## config.mk

```make
export PLATFORM = sky130hd
export DESIGN_NAME = down_counter_load
export DESIGN_NICKNAME = d
export VERILOG_FILES = /design/src/rtl/down_counter_pkg.sv /design/src/rtl/down_counter_load.sv
export SDC_FILE = /design/constraint.sdc
export NUM_CORES = 1
export LEC_CHECK = 0
export ABC_AREA = 0
export CAP_MARGIN = 20
export CELL_PAD_IN_SITES_DETAIL_PLACEMENT = 1
export CELL_PAD_IN_SITES_GLOBAL_PLACEMENT = 1
export CORE_ASPECT_RATIO = 1.2
export CORE_MARGIN = 5
export CORE_UTILIZATION = 36
export DETAILED_ROUTE_END_ITERATION = 16
export PLACE_DENSITY_LB_ADDON = 0.3
export SYNTH_ARGS = -nofsm -noshare
export SYNTH_HDL_FRONTEND = slang
export SYNTH_SLANG_ARGS = --single-unit
```

## constraint.sdc

```tcl
create_clock -name Clock -period 1.9 [get_ports Clock]
set_input_delay 0.38 -clock Clock [delete_from_list [all_inputs] [get_ports Clock]]
set_output_delay 0.38 -clock Clock [all_outputs]
set_load 0.005 [all_outputs]
```

## src/rtl/down_counter_pkg.sv

```systemverilog
// Shared types and defaults for the loadable down-counter.
package down_counter_pkg;

  typedef enum logic {IDLE, RUN} state_t;

  localparam int DEFAULT_WIDTH = 8;

endpackage

```

## src/rtl/down_counter_load.sv

```systemverilog
// Loadable down-counter with one-shot / auto-reload modes and a registered
// one-cycle Tick at terminal count. Used as a rate divider / interval timer.
module down_counter_load
  import down_counter_pkg::*;
#(
  parameter int WIDTH = DEFAULT_WIDTH
) (
  input  logic             Clock,
  input  logic             Resetn,
  input  logic             Enable,
  input  logic             LoadValid,
  output logic             LoadReady,
  input  logic [WIDTH-1:0] LoadValue,
  input  logic             AutoReload,
  input  logic             Stop,
  output logic [WIDTH-1:0] CounterValue,
  output logic             Tick,
  output logic             Busy
);

  state_t           state_q, state_d;
  logic [WIDTH-1:0] count_q, count_d;
  logic [WIDTH-1:0] reload_q, reload_d;
  logic             tick_d;

  always_ff @(posedge Clock or negedge Resetn) begin
    if (!Resetn) begin
      state_q  <= IDLE;
      count_q  <= '0;
      reload_q <= '0;
      Tick     <= 1'b0;
    end else begin
      state_q  <= state_d;
      count_q  <= count_d;
      reload_q <= reload_d;
      Tick     <= tick_d;
    end
  end

  always_comb begin
    state_d  = state_q;
    count_d  = count_q;
    reload_d = reload_q;
    tick_d   = 1'b0;
    case (state_q)
      IDLE: begin
        if (LoadValid) begin
          count_d  = LoadValue;
          reload_d = LoadValue;
          // A zero load terminates immediately and never enters RUN.
          if (LoadValue == '0) tick_d  = 1'b1;
          else                 state_d = RUN;
        end
      end
      RUN: begin
        if (Stop) begin
          state_d = IDLE;
        end else if (Enable) begin
          if (count_q == WIDTH'(1)) begin
            tick_d = 1'b1;
            if (AutoReload) begin
              count_d = reload_q;
            end else begin
              count_d = '0;
              state_d = IDLE;
            end
          end else begin
            count_d = count_q - WIDTH'(1);
          end
        end
      end
      default: state_d = IDLE;
    endcase
  end

  assign CounterValue = count_q;
  assign LoadReady    = (state_q == IDLE);
  assign Busy         = (state_q == RUN);

endmodule

```

==> results <==
## cell families (layout without fill, tap and decap cells)
group,after synthesis,count (layout)
flops,18,18
fa+ha+maj,2,2
xor+xnor,2,2
compound gates,32,32
mux,1,1
buf+inv,10,39
simple gates,57,57
## layout make-up
type / count / area (µm²)
fillers: 336 / 1409
multi-input cells: 94 / 564.3
flip-flops and latches: 18 / 451.7
repair buffers: 31 / 292.8
well taps: 34 / 42.54
clock buffers: 4 / 36.28
inverters: 4 / 15.01
## worst min path at each step
stage                       to  slack [ns]
2_1_floorplan             Busy        0.08
3_3_place_gp       reload_q[7]        0.47
3_5_place_dp       reload_q[7]        0.47
4_1_cts        CounterValue[6]        0.41
5_1_grt        CounterValue[2]        0.41
6_report       CounterValue[2]        0.41
## per-layer routing
metal,part of all wire (%),routed length (µm),GRT usage (%),vias to the layer above
met5,0,0,0,-
met4,1.4,46,6.801,0
met3,3.8,125,2.985,6
met2,49,1643,28.31,25
met1,45,1506,23.82,504
li1,-,-,-,499
## sequential cells by signal, indices dropped and copies added (netlist names)
| register | count |
|---|---|
| Tick | 1 |
| Busy | 1 |
| CounterValue | 8 |
| reload_q | 8 |
## cells in the final DEF, fill, tap and decap left out, types with 5 or more instances in the layout
| master | count |
|---|---|
| nand2_1 | 30 |
| clkdlybuf4s50_1 | 24 |
| dfrtp_1 | 17 |
| o21ai_0 | 9 |
| buf_4 | 7 |
| a21oi_1 | 6 |
| nor2_1 | 5 |
## worst reg2reg max path, stage by stage (launching register included)
cell and delay (ns):
dfrtp_1 0.43, inv_1 0.13, ha_1 0.19, nor3b_4 0.24, buf_4 0.17, nand2_1 0.11, nor3b_2 0.27, o31ai_1 0.13
## power breakdown
part           internal, mW  total, mW  leakage [nW]  switching [mW]
Clock                 0.117      0.243        0.0210           0.126
Combinational         0.282      0.514         0.375           0.232
Sequential            0.475      0.628         0.213           0.153
Total                 0.874       1.38         0.609           0.511
## timing repair
| item | 4_1_cts | 5_1_grt |
|---|---|---|
| buffers inserted | 0 | 0 |
| gates resized for setup | 0 | 5 |
| endpoints found under the setup margin | 0 | 7 |
==> results.ini <==
[run_status]
status = finished clean

[routing]
viasPerCell = 5.589
drc_errors = 0
vias = 1034
drt_iter0_drc = 24
drtAntennaViolNets = 0
drtPass1Iterations = 4
wire_per_inst_um = 17.95
wl_mm = 3.321

[global_route]
grt_overflow = 0
antenna_found_initial = 0
grt_pass1_wl_mm = 5.830
grtUsageTotal_pct = 17.92
grt_max_degree = 19
grt_pass1_vias = 1160

[pwr]
power.leakage_nw = 0.6092
vdd_ir_drop_max_uv = 389.0
p_total_mw = 1.385
powerDensity_nw_per_um2 = 987.3

[die]
start_util_pct = 37.34
rows = 21
io_pins = 25
die_width_um = 59.30
dieArea_um2 = 4101
die_h_um = 69.16
coreArea_um2 = 2811

[clock_tree]
cts_made_buffers = 3
cts_tree = built
path_clk_slew_ns = 0.11
clock_sinks = 18
clockBufferDepth = 2
root_buffer = clkbuf_4
clkLatencyLatePin_ns = 0.30
htreeDepth = 1
cts-hold-fix-buffers = 0

[logic_synthesis]
syn_area_per_cell_um2 = 8.605
ys.flop_type = dfrtp_1
yosysMostFrequentCell = nand2_1
ys_top_cells_by_count = nand2_1 (30), dfrtp_1 (18), o21ai_0 (9)
syn-num-nets = 138
yosys.area_share.simple_pct = 27.89
synthArstFlopShare_pct = 100.0
syn_area_um2 = 1050
yosysUniqueCellTypes = 40
synth-edff-count = 0
yosysSeqAreaShare_pct = 42.91
synth_top_area_share_pct = 42.91
synth.largest_area_cell = dfrtp_1
syn_inst = 122
synthAdderAreaFrac_pct = 2.384
synth_area_leaders = dfrtp_1 (43%), nand2_1 (11%), o21ai_0 (4.3%)
synthMuxAreaShare_pct = 0.9535
synth_compound_area_share_pct = 19.67
synth_xor_area_share_pct = 1.669
synth_top_family_by_area = simple AND/OR/NAND/NOR gates
synth-seq-cells = 18
yosysWarnings = 0

[cells_and_area]
post-route-util_pct = 49.89
syn_to_final_growth_pct = 33.61
fin_nets = 168
layout.cells.non_filler = 185
final_layout_size_suffix_gt1_share_pct = 11.92
finish.instance_area_um2 = 1403
antenna-diode-count = 0

[timing]
setup_tns_ns = 0
hold_viol = 0
clock_skew_ns = 0.004805
tightestPinTransition_ns = 0.3879
max_slew_margin_pct = 74.06
min_period_ns = 1.792
fin_ws_ns = 0.1082
slew_violations = 0
post-route-period-util_pct = 94.31
finalSetupViolCount = 0
fmax_mhz = 558.1
hold_ws_ns = 0.4086

[setup_path]
crit_type = reg2out
startpoint = Busy
crit_fanout = 8
crit_cells = 2
crit_required_ns = 1.52
crit_path_end = LoadReady
end_kind = output pin
timing.rr.start = CounterValue[1]
r2r_slack_ns = 0.12
worstSetupStartpointType = flop
crit_family = buffers and inverters
ff2ff_path_depth = 7
slowest_delay_ns = 0.51
path_cells = inv_2 -> clkdlybuf4s50_1
arrival_ns = 1.41
path_buf_inv = 2
reg2reg_to = Busy
slowest_stage = clkdlybuf4s50_1

[placed_design]
dp_hpwl_mm = 2.488
placed_cell_area_um2 = 1353
dp.cells = 181
gp_congestion = 0.8405
io_buffers = 24
pre_cts_ws_ns = 0.05666

[min_path]
worstHoldPathType = in2async

[flow_run]
drv_cap = 0

Note: power is estimated with default switching activity, not from simulation.
